File: src/rtl/instr_encoder_pkg.sv
// Shared definitions for the instruction encoder: opcodes, op-select enum, field positions, FSM states.
// Latency: n/a (declarations only).
// Backpressure: n/a.
package instr_encoder_pkg;

    localparam int WORD_W = 32;
    localparam int OPC_W  = 6;

    // Bit position of the least significant bit of each instruction field.
    localparam int OPC_LSB  = 26;
    localparam int DEST_LSB = 21;
    localparam int SRC1_LSB = 16;
    localparam int SRC2_LSB = 11;

    localparam logic [OPC_W-1:0] OPC_NOP  = 6'd0;
    localparam logic [OPC_W-1:0] OPC_ADD  = 6'd1;
    localparam logic [OPC_W-1:0] OPC_SUB  = 6'd3;
    localparam logic [OPC_W-1:0] OPC_AND  = 6'd5;
    localparam logic [OPC_W-1:0] OPC_OR   = 6'd6;
    localparam logic [OPC_W-1:0] OPC_NOR  = 6'd7;
    localparam logic [OPC_W-1:0] OPC_XOR  = 6'd8;
    localparam logic [OPC_W-1:0] OPC_SLA  = 6'd9;
    localparam logic [OPC_W-1:0] OPC_SLL  = 6'd10;
    localparam logic [OPC_W-1:0] OPC_SRA  = 6'd11;
    localparam logic [OPC_W-1:0] OPC_SRL  = 6'd12;
    localparam logic [OPC_W-1:0] OPC_ADDI = 6'd32;
    localparam logic [OPC_W-1:0] OPC_SUBI = 6'd33;
    localparam logic [OPC_W-1:0] OPC_LD   = 6'd36;
    localparam logic [OPC_W-1:0] OPC_ST   = 6'd37;
    localparam logic [OPC_W-1:0] OPC_BEZ  = 6'd40;
    localparam logic [OPC_W-1:0] OPC_BNE  = 6'd41;
    localparam logic [OPC_W-1:0] OPC_JMP  = 6'd42;

    // Symbolic operation select as presented on the input stream; 18..31 are illegal.
    typedef enum logic [4:0] {
        SEL_NOP  = 5'd0,  SEL_ADD  = 5'd1,  SEL_SUB  = 5'd2,  SEL_AND  = 5'd3,
        SEL_OR   = 5'd4,  SEL_NOR  = 5'd5,  SEL_XOR  = 5'd6,  SEL_SLA  = 5'd7,
        SEL_SLL  = 5'd8,  SEL_SRA  = 5'd9,  SEL_SRL  = 5'd10, SEL_ADDI = 5'd11,
        SEL_SUBI = 5'd12, SEL_LD   = 5'd13, SEL_ST   = 5'd14, SEL_BEZ  = 5'd15,
        SEL_BNE  = 5'd16, SEL_JMP  = 5'd17
    } op_sel_e;

    typedef enum logic {
        ST_RUN = 1'b0,
        ST_PAD = 1'b1
    } enc_state_e;

    function automatic logic [OPC_W-1:0] sel_opcode(input logic [4:0] sel);
        case (sel)
            SEL_ADD:  return OPC_ADD;
            SEL_SUB:  return OPC_SUB;
            SEL_AND:  return OPC_AND;
            SEL_OR:   return OPC_OR;
            SEL_NOR:  return OPC_NOR;
            SEL_XOR:  return OPC_XOR;
            SEL_SLA:  return OPC_SLA;
            SEL_SLL:  return OPC_SLL;
            SEL_SRA:  return OPC_SRA;
            SEL_SRL:  return OPC_SRL;
            SEL_ADDI: return OPC_ADDI;
            SEL_SUBI: return OPC_SUBI;
            SEL_LD:   return OPC_LD;
            SEL_ST:   return OPC_ST;
            SEL_BEZ:  return OPC_BEZ;
            SEL_BNE:  return OPC_BNE;
            SEL_JMP:  return OPC_JMP;
            default:  return OPC_NOP;
        endcase
    endfunction

endpackage

File: src/rtl/instr_pack.sv
// Packs one symbolic instruction into a 32-bit word and flags illegal selects and branches.
// Latency: combinational.
// Backpressure: none; caller owns the handshake.
// Ports: op_sel_i/dest_i/src1_i/src2_i/imm_i symbolic fields in; word_o packed word,
//        illegal_o select has no encoding, branch_o select is BEZ/BNE/JMP.
module instr_pack
    import instr_encoder_pkg::*;
(
    input  logic [4:0]        op_sel_i,
    input  logic [4:0]        dest_i,
    input  logic [4:0]        src1_i,
    input  logic [4:0]        src2_i,
    input  logic [15:0]       imm_i,
    output logic [WORD_W-1:0] word_o,
    output logic              illegal_o,
    output logic              branch_o
);

    logic [OPC_W-1:0] opc;

    always_comb begin
        opc       = sel_opcode(op_sel_i);
        word_o    = '0;
        illegal_o = 1'b0;
        branch_o  = 1'b0;
        case (op_sel_i)
            SEL_NOP: word_o = '0;
            SEL_ADD, SEL_SUB, SEL_AND, SEL_OR, SEL_NOR, SEL_XOR,
            SEL_SLA, SEL_SLL, SEL_SRA, SEL_SRL: begin
                word_o = (WORD_W'(opc)    << OPC_LSB)
                       | (WORD_W'(dest_i) << DEST_LSB)
                       | (WORD_W'(src1_i) << SRC1_LSB)
                       | (WORD_W'(src2_i) << SRC2_LSB);
            end
            SEL_ADDI, SEL_SUBI, SEL_LD, SEL_ST: begin
                word_o = (WORD_W'(opc)    << OPC_LSB)
                       | (WORD_W'(dest_i) << DEST_LSB)
                       | (WORD_W'(src1_i) << SRC1_LSB)
                       | WORD_W'(imm_i);
            end
            SEL_BEZ: begin
                word_o   = (WORD_W'(opc)    << OPC_LSB)
                         | (WORD_W'(src1_i) << SRC1_LSB)
                         | WORD_W'(imm_i);
                branch_o = 1'b1;
            end
            // BNE carries its second compare register in the dest slot.
            SEL_BNE: begin
                word_o   = (WORD_W'(opc)    << OPC_LSB)
                         | (WORD_W'(src2_i) << DEST_LSB)
                         | (WORD_W'(src1_i) << SRC1_LSB)
                         | WORD_W'(imm_i);
                branch_o = 1'b1;
            end
            SEL_JMP: begin
                word_o   = (WORD_W'(opc) << OPC_LSB) | WORD_W'(imm_i);
                branch_o = 1'b1;
            end
            default: illegal_o = 1'b1;
        endcase
    end

endmodule

File: src/rtl/instr_encoder.sv
// Streaming instruction encoder / program loader: symbolic ops in, {word, byte address} out.
// Latency: 1 cycle from accepted input to out_valid; 1 word/cycle while out_ready is high.
// Backpressure: single output register; in_ready drops while it is full and out_ready is low.
// Ports: clk, rst (async, active-low), start (restart program, clear done/err),
//        in_* symbolic instruction with valid/ready, out_* word/address with valid/ready,
//        done (DEPTH words emitted, sticky), err (illegal select seen, sticky).
// Build option: define NOP_PAD_EN to append PAD_COUNT NOP words after every branch/jump.
module instr_encoder
    import instr_encoder_pkg::*;
#(
    parameter int unsigned DEPTH     = 1024,
    parameter logic [31:0] BASE_ADDR = 32'h0,
    parameter int unsigned PAD_COUNT = 1
) (
    input  logic        clk,
    input  logic        rst,
    input  logic        start,
    input  logic        in_valid,
    output logic        in_ready,
    input  logic [4:0]  in_op,
    input  logic [4:0]  in_dest,
    input  logic [4:0]  in_src1,
    input  logic [4:0]  in_src2,
    input  logic [15:0] in_imm,
    output logic        out_valid,
    input  logic        out_ready,
    output logic [31:0] out_word,
    output logic [31:0] out_addr,
    output logic        done,
    output logic        err
);

    localparam int IDX_W = $clog2(DEPTH + 1);
    localparam logic [IDX_W-1:0] LAST_IDX = IDX_W'(DEPTH - 1);
    localparam int PAD_W = (PAD_COUNT > 1) ? $clog2(PAD_COUNT) : 1;
    localparam logic [PAD_W-1:0] LAST_PAD = (PAD_COUNT > 0) ? PAD_W'(PAD_COUNT - 1) : '0;
`ifdef NOP_PAD_EN
    localparam bit PAD_EN = (PAD_COUNT != 0);
`else
    localparam bit PAD_EN = 1'b0;
`endif

    enc_state_e        state_q, state_d;
    logic [PAD_W-1:0]  pad_cnt_q, pad_cnt_d;
    logic              out_valid_q, out_valid_d;
    logic [31:0]       out_word_q, out_word_d;
    logic [31:0]       out_addr_q, out_addr_d;
    logic [IDX_W-1:0]  idx_q, idx_d;
    logic              done_q, done_d;
    logic              err_q, err_d;

    logic [31:0]       pk_word;
    logic              pk_illegal;
    logic              pk_branch;

    logic              slot_free;
    logic              accept;
    logic              load_in;
    logic              load_pad;
    logic              load;
    logic              load_last;

    instr_pack u_pack (
        .op_sel_i  (in_op),
        .dest_i    (in_dest),
        .src1_i    (in_src1),
        .src2_i    (in_src2),
        .imm_i     (in_imm),
        .word_o    (pk_word),
        .illegal_o (pk_illegal),
        .branch_o  (pk_branch)
    );

    // FSM state register.
    always_ff @(posedge clk or negedge rst) begin
        if (!rst) begin
            state_q   <= ST_RUN;
            pad_cnt_q <= '0;
        end else begin
            state_q   <= state_d;
            pad_cnt_q <= pad_cnt_d;
        end
    end

    // FSM outputs: handshake and load strobes.
    always_comb begin
        slot_free = !out_valid_q || out_ready;
        // Gated by rst so the stream never sees ready while reset is held.
        in_ready  = rst && (state_q == ST_RUN) && !done_q && !start && slot_free;
        accept    = in_valid && in_ready;
        load_in   = accept && !pk_illegal;
        load_pad  = (state_q == ST_PAD) && !start && slot_free;
        load      = load_in || load_pad;
        load_last = load && (idx_q == LAST_IDX);
    end

    // FSM next state. A branch that is itself the final word has nowhere to pad into.
    always_comb begin
        state_d   = state_q;
        pad_cnt_d = pad_cnt_q;
        if (start) begin
            state_d   = ST_RUN;
            pad_cnt_d = '0;
        end else begin
            case (state_q)
                ST_RUN: begin
                    if (PAD_EN && load_in && pk_branch && !load_last) begin
                        state_d   = ST_PAD;
                        pad_cnt_d = '0;
                    end
                end
                ST_PAD: begin
                    if (load_pad) begin
                        if (load_last || pad_cnt_q == LAST_PAD) begin
                            state_d = ST_RUN;
                        end else begin
                            pad_cnt_d = pad_cnt_q + PAD_W'(1);
                        end
                    end
                end
                default: state_d = ST_RUN;
            endcase
        end
    end

    // Output register, word index and sticky flags.
    always_comb begin
        out_valid_d = out_valid_q && !out_ready;
        out_word_d  = out_word_q;
        out_addr_d  = out_addr_q;
        idx_d       = idx_q;
        done_d      = done_q;
        err_d       = err_q;
        if (load) begin
            out_valid_d = 1'b1;
            out_word_d  = load_pad ? '0 : pk_word;
            out_addr_d  = BASE_ADDR + (32'(idx_q) << 2);
            idx_d       = idx_q + IDX_W'(1);
            if (load_last) begin
                done_d = 1'b1;
            end
        end
        if (accept && pk_illegal) begin
            err_d = 1'b1;
        end
        // start never coincides with a load, so it only needs to clear the program state.
        if (start) begin
            idx_d  = '0;
            done_d = 1'b0;
            err_d  = 1'b0;
        end
    end

    always_ff @(posedge clk or negedge rst) begin
        if (!rst) begin
            out_valid_q <= 1'b0;
            out_word_q  <= '0;
            out_addr_q  <= BASE_ADDR;
            idx_q       <= '0;
            done_q      <= 1'b0;
            err_q       <= 1'b0;
        end else begin
            out_valid_q <= out_valid_d;
            out_word_q  <= out_word_d;
            out_addr_q  <= out_addr_d;
            idx_q       <= idx_d;
            done_q      <= done_d;
            err_q       <= err_d;
        end
    end

    assign out_valid = out_valid_q;
    assign out_word  = out_word_q;
    assign out_addr  = out_addr_q;
    assign done      = done_q;
    assign err       = err_q;

endmodule

File: config.mk
export PLATFORM = sky130hd
export DESIGN_NAME = instr_encoder
export DESIGN_NICKNAME = d
export VERILOG_FILES = /design/src/rtl/instr_encoder_pkg.sv /design/src/rtl/instr_pack.sv /design/src/rtl/instr_encoder.sv
export SDC_FILE = /design/constraint.sdc
export NUM_CORES = 1
export LEC_CHECK = 0
export ABC_AREA = 1
export BUFFER_PORTS_ARGS = -buffer_cell sky130_fd_sc_hd__buf_2
export CAP_MARGIN = 20
export CORE_UTILIZATION = 50
export DETAILED_ROUTE_END_ITERATION = 16
export PLACE_DENSITY_LB_ADDON = 0.05
export SLEW_MARGIN = 20
export SYNTH_ARGS = -nofsm -noshare
export SYNTH_HDL_FRONTEND = slang
export SYNTH_SLANG_ARGS = --single-unit
File: constraint.sdc
create_clock -name clk -period 2.8 [get_ports clk]
set_input_delay 0.28 -clock clk [delete_from_list [all_inputs] [get_ports clk]]
set_output_delay 0.28 -clock clk [all_outputs]
set_load 0.01 [all_outputs]
==> reports/metrics.cfg, run 1 <==
[die]
die_x_um = 81.8
design.die.area_um2 = 6690
coreArea_um2 = 6030
num_rows = 28
pin_count = 109
start_util_pct = 52.8
fp.dieH_um = 81.8

[cells_and_area]
utilization_pct = 62.6
nets = 544
filler_cell_count = 537
num_antenna_cells = 0
areaGrowthSynthToFinish_pct = 18.5
seq_area_um2 = 1450
drive_above_1_share_pct = 24.5
design_area_um2 = 3770
fin_cells = 577
multi_input_comb_area_um2 = 1430

[grt]
grt_pass1_wl_um = 10900
grtUsageTotal_pct = 21.8
grt_pass1_vias = 2453
antenna_found_initial = 0
grt_max_degree = 59
overflow = 0

[clock_tree]
clk_latency_ps = 330
numCtsBuffers = 9
cts_tree = done
cts_max_level = 3
cts_sinks = 58
postCtsSetupBuffers = 0
cts_hold_buf = 0
root_buffer = clkbuf_8
cts_resized = 0
cts_buffer_depth = 2
path_clk_slew_ps = 70

[worst_setup_path]
crit_type = register to register
critical-path-max-stage-delay_ps = 350
reg2reg_slack_ps = 770
slowest_stage = dfrtp_1
r2r_end = out_word[27]$_DFFE_PN0P_
startpoint_type = register
worstPathRequired_ps = 3050
worst-path-buf-inv = 4
worstPathArrival_ps = 2280
r2r-start = out_valid$_DFF_PN0_
crit_family = buffers and inverters
cp_cell_sequence = inv_1 -> nor2_1 -> nor2_1 -> inv_1 -> nand2_4 -> inv_2 -> buf_12 -> nand2_1 -> o21ai_0
critical_path.endpoint_type = register
reg2reg_depth = 9
crit_path_max_fanout = 32

[timing]
finalSetupViolations = 0
period_share_pct = 72.4
clock.fmax_ghz = 0.493
fin_skew_ps = 6.25
hold_violations = 0
slew_violations = 0
tightestPinTransition_ps = 711
finalSetupTns_ps = 0
grt_setup_unrepaired = false
slew_headroom_pct = 52.6
post-route-min-period_ps = 2030

[routing]
drt_iter0_markers = 142
drt_wl_total_um = 6840
avgViaCountPerCell = 4.85
routedWlPerCell_um = 11.8
ant_nets = 0
drt_first_pass_iters = 4
num_vias = 2796
drc = 0

[placement]
portBuffers = 86
placed_cells = 561
dp_hpwl_um = 4980
gp_congestion = 0.863
placed_area_um2 = 3570

[logic_synthesis]
ys_warn_count = 0
ys_ff_latch = 58
yosysSeqAreaShare_pct = 45.6
postSynthCellCount = 412
synth_cell_types = 33
syn_area_um2 = 3180
syn_area_per_cell_um2 = 7.73

[pwr]
pwr-share-seq_pct = 45.3
power_frac_clock_pct = 36.7
p_sw_mw = 0.615
power_per_cell_area_nw_per_um2 = 566
p_int_mw = 1.52
p_leak_nw = 2.19
peakVddDrop_mv = 0.311
swShare_pct = 28.8
power_frac_comb_pct = 18.0

[flow_run]
maxCapViolations = 0

[worst_hold_path]
hp-class = primary input to asynchronous set/reset pin

[run_status]
status = completed

## final cells by class
| class | count | area share [%] |
|---|---|---|
| multi-input cells | 304 | 37.8 |
| inverters | 35 | 3.48 |
| flip-flops and latches | 58 | 38.5 |
| well taps | 75 | 2.49 |
| repair buffers | 89 | 12.3 |
| clock buffers | 11 | 4.01 |
| clock inverters | 5 | 1.39 |
## layer usage
| layer | global-route usage [%] | routed length [um] | up-vias |
|---|---|---|---|
| met5 | 0 | 0 | - |
| met4 | 8.95 | 70 | 0 |
| met3 | 5.00 | 540 | 9 |
| met2 | 32.7 | 2850 | 104 |
| met1 | 30.3 | 3370 | 1248 |
| li1 | - | - | 1435 |
## stage by stage
step	power, mW	setup slack (ps)	hold WS (ps)
2_1_floorplan	1.22	1070	-15.6
3_3_place_gp	1.36	533	449
3_5_place_dp	1.37	459	453
4_1_cts	2.16	745	173
5_1_grt	2.26	488	177
6_report	2.14	773	141
## placed cells by master (no fill, tap or decap), types with 2 or more instances in the layout
master and n:
o22ai_1 2, nand3b_1 6, inv_1 30, a21oi_1 9, nand4_1 3, nor2_1 21, clkbuf_8 11, dfrtp_1 58
clkinv_2 3, o21ai_0 21, nor3_1 4, buf_2 86, inv_2 5, nand3_2 2, nand2_2 2, nand3_1 35
conb_1 22, o21ai_1 4, xor2_1 4, nor2_2 6, nand2_1 147, o211ai_1 2, buf_4 2, ha_1 6
## cells in the mapped netlist
cell type / instances / area [um^2]
conb_1: 1 / 3.75
nor2_2: 6 / 37.5
o21ai_2: 1 / 8.76
o21ai_0: 21 / 105
nand3_1: 35 / 175
o211a_1: 1 / 10.0
xnor2_1: 1 / 8.76
buf_4: 25 / 188
o211ai_1: 2 / 15.0
nand4_1: 3 / 18.8
nand2_4: 1 / 11.3
nor3_1: 4 / 20.0
ha_1: 6 / 75.1
nand3_2: 2 / 20.0
nor3_4: 1 / 16.3
dfrtp_1: 58 / 1450
buf_2: 7 / 35.0
nand3b_1: 6 / 45.0
inv_2: 5 / 18.8
buf_6: 2 / 22.5
xor2_1: 4 / 35.0
nand2_1: 147 / 552
nand2_2: 2 / 12.5
o21ai_1: 4 / 20.0
o221ai_1: 1 / 8.76
o22ai_1: 2 / 12.5
a21oi_1: 9 / 45.0
and2_1: 1 / 6.26
inv_1: 30 / 113
nor4_1: 1 / 6.26
clkbuf_1: 1 / 3.75
buf_1: 1 / 3.75
nor2_1: 21 / 78.8
## cell families (layout without fill, tap and decap cells)
| family | Yosys count | count (layout) | share of synthesized area, % |
|---|---|---|---|
| fa+ha+maj | 6 | 6 | 2.36 |
| buf+inv | 71 | 140 | 12.1 |
| other cells | 1 | 22 | 0.118 |
| compound gates | 41 | 41 | 7.08 |
| flops | 58 | 58 | 45.6 |
| xor+xnor | 5 | 5 | 1.38 |
| simple gates | 230 | 230 | 31.4 |
## worst max-delay path by stage
| stage | startpoint | to | cells past startpoint |
|---|---|---|---|
| 2_1_floorplan | done$_DFFE_PN0P_ | out_word[11]$_DFFE_PN0P_ | 11 |
| 3_3_place_gp | in_op[1] | out_word[18]$_DFFE_PN0P_ | 13 |
| 3_5_place_dp | in_op[1] | out_word[27]$_DFFE_PN0P_ | 15 |
| 4_1_cts | out_valid$_DFF_PN0_ | out_word[27]$_DFFE_PN0P_ | 9 |
| 5_1_grt | out_valid$_DFF_PN0_ | out_addr[6]$_DFFE_PN0P_ | 9 |
| 6_report | out_valid$_DFF_PN0_ | out_word[27]$_DFFE_PN0P_ | 9 |
## sequential cells by signal, summed over array words and instances, names as in the netlist
register and cells:
out_word 31, idx_q 11, out_addr 11, done 1
err 1, out_valid 1, pad_cnt_q 1, state_q 1
## power groups by stage
stage          Sequential (mW)  Clock (mW)  Combinational [mW]
3_3_place_gp             0.980           0               0.382
3_5_place_dp             0.980           0               0.389
2_1_floorplan             1.02           0               0.196
6_report                 0.967       0.784               0.385
4_1_cts                  0.966       0.803               0.389
5_1_grt                  0.976       0.844               0.440
## worst register-to-register path, delay by kind of cell (launching register included)
family,cells,cell delay [ps]
simple gates,4,600
flops,1,350
compound gates,1,70
buf+inv,4,920
(Power assumes the default switching activity.)
==> run 2: changes to the inputs <==
Clock period 2.8 ns to 2.05 ns, I/O delays scaled along.
==> run 2 against run 1 <==
Against the previous run: combinational power up 39%; sequential power up 37%; utilization up 0.73 points; worst setup slack worse by 500 ps; design area up 1.2%; global-route usage up 1.4 points; via count up 3.1%; non-clock buffer count up 7; clock power up 34%; clock skew down 2.1 ps; total power up 36%; sequential cell count unchanged; critical path type unchanged; largest cell class unchanged; largest power group unchanged.
==> reports/metrics.cfg, run 2 (synthesis gave the netlist of run 1 again) <==
[timing]
slew_headroom_pct = 52.3  ; was 52.6%
finalSetupViolations = 0  ; unchanged
post-route-min-period_ps = 1780  ; was 2030 ps
period_share_pct = 86.6  ; was 72.4%
finalSetupTns_ps = 0  ; unchanged
fin_skew_ps = 4.14  ; was 6.25 ps
whs_ps = 53.0  ; was 141 ps
hold_violations = 0  ; unchanged
slew_violations = 0  ; unchanged
clock.fmax_ghz = 0.563  ; was 0.493 GHz
grt_setup_unrepaired = false  ; unchanged
fin_ws_ps = 274  ; was 773 ps
tightestPinTransition_ps = 715  ; was 711 ps

[die]
coreArea_um2 = 6030  ; unchanged
fp.dieH_um = 81.8  ; unchanged
num_rows = 28  ; unchanged
pin_count = 109  ; unchanged
design.die.area_um2 = 6690  ; unchanged
die_x_um = 81.8  ; unchanged
start_util_pct = 52.8  ; unchanged

[flow_run]
maxCapViolations = 0  ; unchanged

[grt]
grt_pass1_wl_um = 11600  ; was 10,900 um
grt_pass1_vias = 2564  ; was 2,453
grt_max_degree = 59  ; unchanged
overflow = 0  ; unchanged
antenna_found_initial = 0  ; unchanged
grtUsageTotal_pct = 23.2  ; was 21.8%

[routing]
ant_nets = 0  ; unchanged
drt_first_pass_iters = 4  ; unchanged
avgViaCountPerCell = 4.94  ; was 4.85
routedWlPerCell_um = 12.4  ; was 11.8 um
drt_wl_total_um = 7220  ; was 6840 um
drc = 0  ; unchanged
num_vias = 2884  ; was 2,796
drt_iter0_markers = 130  ; was 142

[worst_setup_path]
r2r-start = state_q$_DFF_PN0_  ; was out_valid$_DFF_PN0_
worstPathRequired_ps = 2270  ; was 3050 ps
startpoint_type = register  ; unchanged
worstPathArrival_ps = 1990  ; was 2280 ps
reg2reg_slack_ps = 270  ; was 770 ps
crit_type = register to register  ; unchanged
crit_path_max_fanout = 20  ; was 32
critical_path.endpoint_type = register  ; unchanged
reg2reg_depth = 9  ; unchanged
r2r_end = out_word[18]$_DFFE_PN0P_  ; was out_word[27]$_DFFE_PN0P_

[cells_and_area]
filler_cell_count = 582  ; was 537
num_antenna_cells = 0  ; unchanged
layout_commonest_cell = nand2_1  ; unchanged
final_cell_mix = 147 x nand2_1, 86 x buf_2, 58 x dfrtp_1, 35 x nand3_1, 30 x inv_1  ; unchanged
areaGrowthSynthToFinish_pct = 19.9  ; was 18.5%
design_area_um2 = 3820  ; was 3770 um^2
drive_above_1_share_pct = 25.3  ; was 24.5%
nets = 551  ; was 544
largest_reg_flops = 31  ; unchanged

[pwr]
p_leak_nw = 2.22  ; was 2.19 nW
power_per_cell_area_nw_per_um2 = 760  ; was 566 nW/um^2
p_total_mw = 2.90  ; was 2.14 mW
peakVddDrop_mv = 0.506  ; was 0.311 mV

[clock_tree]
path_clk_slew_ps = 70  ; about the same
cts_buffer_depth = 2  ; unchanged
clk_latency_ps = 340  ; was 330 ps
root_buffer = clkbuf_8  ; unchanged
cts_hold_buf = 0  ; unchanged
postCtsSetupBuffers = 0  ; unchanged
numCtsBuffers = 9  ; unchanged
cts_tree = done  ; unchanged
cts_sinks = 58  ; unchanged
cts_resized = 0  ; unchanged
cts_max_level = 3  ; unchanged

[placement]
placed_area_um2 = 3620  ; was 3570 um^2
dp_hpwl_um = 5300  ; was 4980 um
gp_congestion = 0.816  ; was 0.863
portBuffers = 86  ; unchanged
pre_cts_ws_ps = 4.71  ; was 459 ps

[run_status]
status = completed  ; unchanged

[worst_hold_path]
hp-class = primary input to asynchronous set/reset pin  ; unchanged

[run 2: metrics by stage]
step / instances / util (%)
after detailed placement: 568 / 60.1
after floorplan: 433 / -
after CTS: 584 / 63.3
after global placement: 568 / 60.1
final: 584 / 63.3
after global routing: 584 / 63.3
[run 2: routing by layer]
layer / part of all wire, % / vias up / track usage, %
li1: - / 1447 / -
met1: 47 / 1325 / 30.1
met2: 44 / 101 / 36.3
met3: 7.3 / 11 / 5.78
met4: 1.6 / 0 / 11.1
met5: 0 / - / 0
[run 2: where the power goes]
group          switching [mW]  internal, mW  total, mW
clock network           0.458         0.590       1.05
logic                   0.332         0.204      0.536
registers              0.0582          1.26       1.32
[run 2: final cells by class]
type / count / area, um^2 / area share, %
Sequential cell: 58 / 1450 / 38.0
Multi-Input combinational cell: 304 / 1430 / 37.4
Timing Repair Buffer: 96 / 518 / 13.6
Clock buffer: 11 / 141 / 3.70
Inverter: 35 / 131 / 3.44
Tap cell: 75 / 93.8 / 2.46
Clock inverter: 5 / 53.8 / 1.41
[run 2: how the worst max path moves through the flow]
| stage | start | to | slack, ps | cells after the start |
|---|---|---|---|---|
| 2_1_floorplan | done$_DFFE_PN0P_ | out_word[11]$_DFFE_PN0P_ | 320 | 11 |
| 3_3_place_gp | in_op[1] | state_q$_DFF_PN0_ | 120 | 15 |
| 3_5_place_dp | in_op[1] | out_word[28]$_DFFE_PN0P_ | 5 | 14 |
| 4_1_cts | done$_DFFE_PN0P_ | out_word[18]$_DFFE_PN0P_ | 250 | 10 |
| 5_1_grt | idx_q[0]$_DFFE_PN0P_ | state_q$_DFF_PN0_ | 100 | 8 |
| 6_report | state_q$_DFF_PN0_ | out_word[18]$_DFFE_PN0P_ | 270 | 9 |
[run 2: critical path: stages, from the launching register on]
cell and delay (ps):
dfrtp_1 370, nand3b_1 150, nor3_1 230, and2_1 210, nand2_2 80, nand2_4 170, inv_2 80, buf_4 200
nand2_1 70, o21ai_0 70
==> run 3: changes to the inputs <==
Settings changed: CELL_PAD_IN_SITES_DETAIL_PLACEMENT set to 0, CELL_PAD_IN_SITES_GLOBAL_PLACEMENT set to 1, CORE_UTILIZATION 50 to 36.
==> run 3 against run 2 <==
Against the previous run: design area rose by 2.1%; non-clock buffer count rose by 1; first-iteration DRC count is 42% lower; global-route usage decreased by 5.7 points.
==> reports/metrics.cfg, run 3 (synthesis gave the netlist of run 1 again) <==
[run_status]
status = completed  ; unchanged

[worst_setup_path]
worst-path-buf-inv = 3  ; was 2
crit_type = register to register  ; unchanged
worstPathArrival_ps = 1980  ; was 1990 ps
cp_cell_sequence = inv_1 -> nand3b_1 -> nor3_1 -> and2_1 -> nand2_2 -> nand2_4 -> inv_2 -> buf_4 -> nand2_1 -> o21ai_0  ; was nand3b_1 -> nor3_1 -> and2_1 -> nand2_2 -> nand2_4 -> inv_2 -> buf_4 -> nand2_1 -> o21ai_0
crit_path_max_fanout = 20  ; unchanged
startpoint_type = register  ; unchanged
critical-path-max-stage-delay_ps = 380  ; was 370 ps
critical_path.endpoint_type = register  ; unchanged
crit_family = simple AND/OR/NAND/NOR gates  ; unchanged
worstPathRequired_ps = 2250  ; was 2270 ps
slowest_stage = dfrtp_1  ; unchanged

[timing]
period_share_pct = 86.6  ; about the same
hold_violations = 0  ; unchanged
whs_ps = 50.0  ; was 53.0 ps
finalSetupViolations = 0  ; unchanged
slew_headroom_pct = 51.7  ; was 52.3%
post-route-min-period_ps = 1780  ; about the same
fin_skew_ps = 7.36  ; was 4.14 ps
slew_violations = 0  ; unchanged
finalSetupTns_ps = 0  ; unchanged
grt_setup_unrepaired = false  ; unchanged
clock.fmax_ghz = 0.563  ; about the same
tightestPinTransition_ps = 724  ; was 715 ps

[die]
fp.dieH_um = 96.0  ; was 81.8 um
die_x_um = 96.0  ; was 81.8 um
coreArea_um2 = 8380  ; was 6030 um^2
num_rows = 33  ; was 28
design.die.area_um2 = 9220  ; was 6690 um^2
pin_count = 109  ; unchanged
start_util_pct = 38.0  ; was 52.8%

[pwr]
power_frac_comb_pct = 17.5  ; was 18.5%
p_sw_mw = 0.853  ; was 0.848 mW
swShare_pct = 27.8  ; was 29.2%
p_leak_nw = 2.24  ; was 2.22 nW
peakVddDrop_mv = 0.454  ; was 0.506 mV
power_frac_clock_pct = 39.5  ; was 36.1%
power_per_cell_area_nw_per_um2 = 788  ; was 760 nW/um^2
p_int_mw = 2.22  ; was 2.05 mW
pwr-share-seq_pct = 43.0  ; was 45.4%

[cells_and_area]
nets = 552  ; was 551
drive_above_1_share_pct = 25.5  ; was 25.3%
final_cell_mix = 147 x nand2_1, 86 x buf_2, 58 x dfrtp_1, 35 x nand3_1, 30 x inv_1  ; unchanged
layout_commonest_cell = nand2_1  ; unchanged
num_antenna_cells = 0  ; unchanged
areaGrowthSynthToFinish_pct = 22.4  ; was 19.9%
largest_reg_flops = 31  ; unchanged

[placement]
portBuffers = 86  ; unchanged
gp_congestion = 0.820  ; was 0.816
dp_hpwl_um = 5600  ; was 5300 um

[routing]
drc = 0  ; unchanged
avgViaCountPerCell = 4.60  ; was 4.94
drt_iter0_markers = 76  ; was 130
drt_first_pass_iters = 4  ; unchanged
routedWlPerCell_um = 12.3  ; was 12.4 um
num_vias = 2828  ; was 2,884
ant_nets = 0  ; unchanged
drt_wl_total_um = 7580  ; was 7220 um

[clock_tree]
path_clk_slew_ps = 70  ; about the same
numCtsBuffers = 9  ; unchanged
root_buffer = clkbuf_8  ; unchanged
cts_max_level = 3  ; unchanged
cts_buffer_depth = 2  ; unchanged
cts_tree = done  ; unchanged
clk_latency_ps = 330  ; was 340 ps
postCtsSetupBuffers = 0  ; unchanged
cts_hold_buf = 0  ; unchanged
cts_resized = 0  ; unchanged
cts_sinks = 58  ; unchanged

[grt]
antenna_found_initial = 0  ; unchanged
overflow = 0  ; unchanged
grt_max_degree = 59  ; unchanged
grt_pass1_vias = 2583  ; was 2,564
grt_pass1_wl_um = 12300  ; was 11,600 um
grtUsageTotal_pct = 17.6  ; was 23.2%

[flow_run]
maxCapViolations = 0  ; unchanged

[worst_hold_path]
hp-class = primary input to asynchronous set/reset pin  ; unchanged

[run 3: changes by cell type in the layout (fill, tap and decap cells not counted), sizes merged]
cell | before | now
clkbuf | 11 | 12
clkinv | 4 | 2
buf | 96 | 97
bufinv | 1 | 2
[run 3: worst register-to-register path: cells and delay by family, from the launching register on]
kind	cells	cell delay, ps
flops	1	380
simple gates	6	850
compound gates	1	70
buf+inv	3	350
[run 3: cell type report]
type,count,area (um^2)
tap,105,131
timing repair buffer,97,526
inverter,35,131
clock buffer,12,155
sequential,58,1450
multi-input combinational,304,1430
clock inverter,4,73.8
fill,916,4490
[run 3: power by group through the flow]
stage                     clock [mW]  combinational, mW  sequential [mW]
after floorplan                    0              0.268             1.40
after global placement             0              0.542             1.34
after detailed placement           0              0.546             1.34
after CTS                       1.25              0.548             1.32
after global routing            1.30              0.614             1.33
final                           1.21              0.539             1.32
[run 3: final timing paths]
check	startpoint	end	slack (ps)	depth (start not counted)
max	done$_DFFE_PN0P_	out_word[28]$_DFFE_PN0P_	270	10
min	rst	out_word[23]$_DFFE_PN0P_	50	2
max reg2reg	done$_DFFE_PN0P_	out_word[28]$_DFFE_PN0P_	270	10
min reg2reg	out_addr[10]$_DFFE_PN0P_	out_addr[10]$_DFFE_PN0P_	460	2
max in group asynchronous	rst	out_word[19]$_DFFE_PN0P_	1530	2
min in group clk	in_imm[2]	out_word[2]$_DFFE_PN0P_	100	3
[run 3: routing by layer]
metal / GRT usage, % / vias up / routed length (um)
li1: - / 1448 / -
met1: 23.6 / 1283 / 3730
met5: 0 / - / 0
met3: 4.90 / 5 / 515
met2: 27.3 / 92 / 3290
met4: 5.60 / 0 / 51
[run 3: metrics by stage]
stage          std cells  setup slack [ps]  power (mW)  instance area, um^2  util, %
2_1_floorplan        433               323        1.66                 3260        -
3_3_place_gp         599               134        1.88                 3670     43.7
3_5_place_dp         599              67.0        1.89                 3670     43.7
4_1_cts              615               226        3.12                 3890     46.5
5_1_grt              615              85.6        3.25                 3890     46.5
6_report             615               274        3.07                 3890     46.5
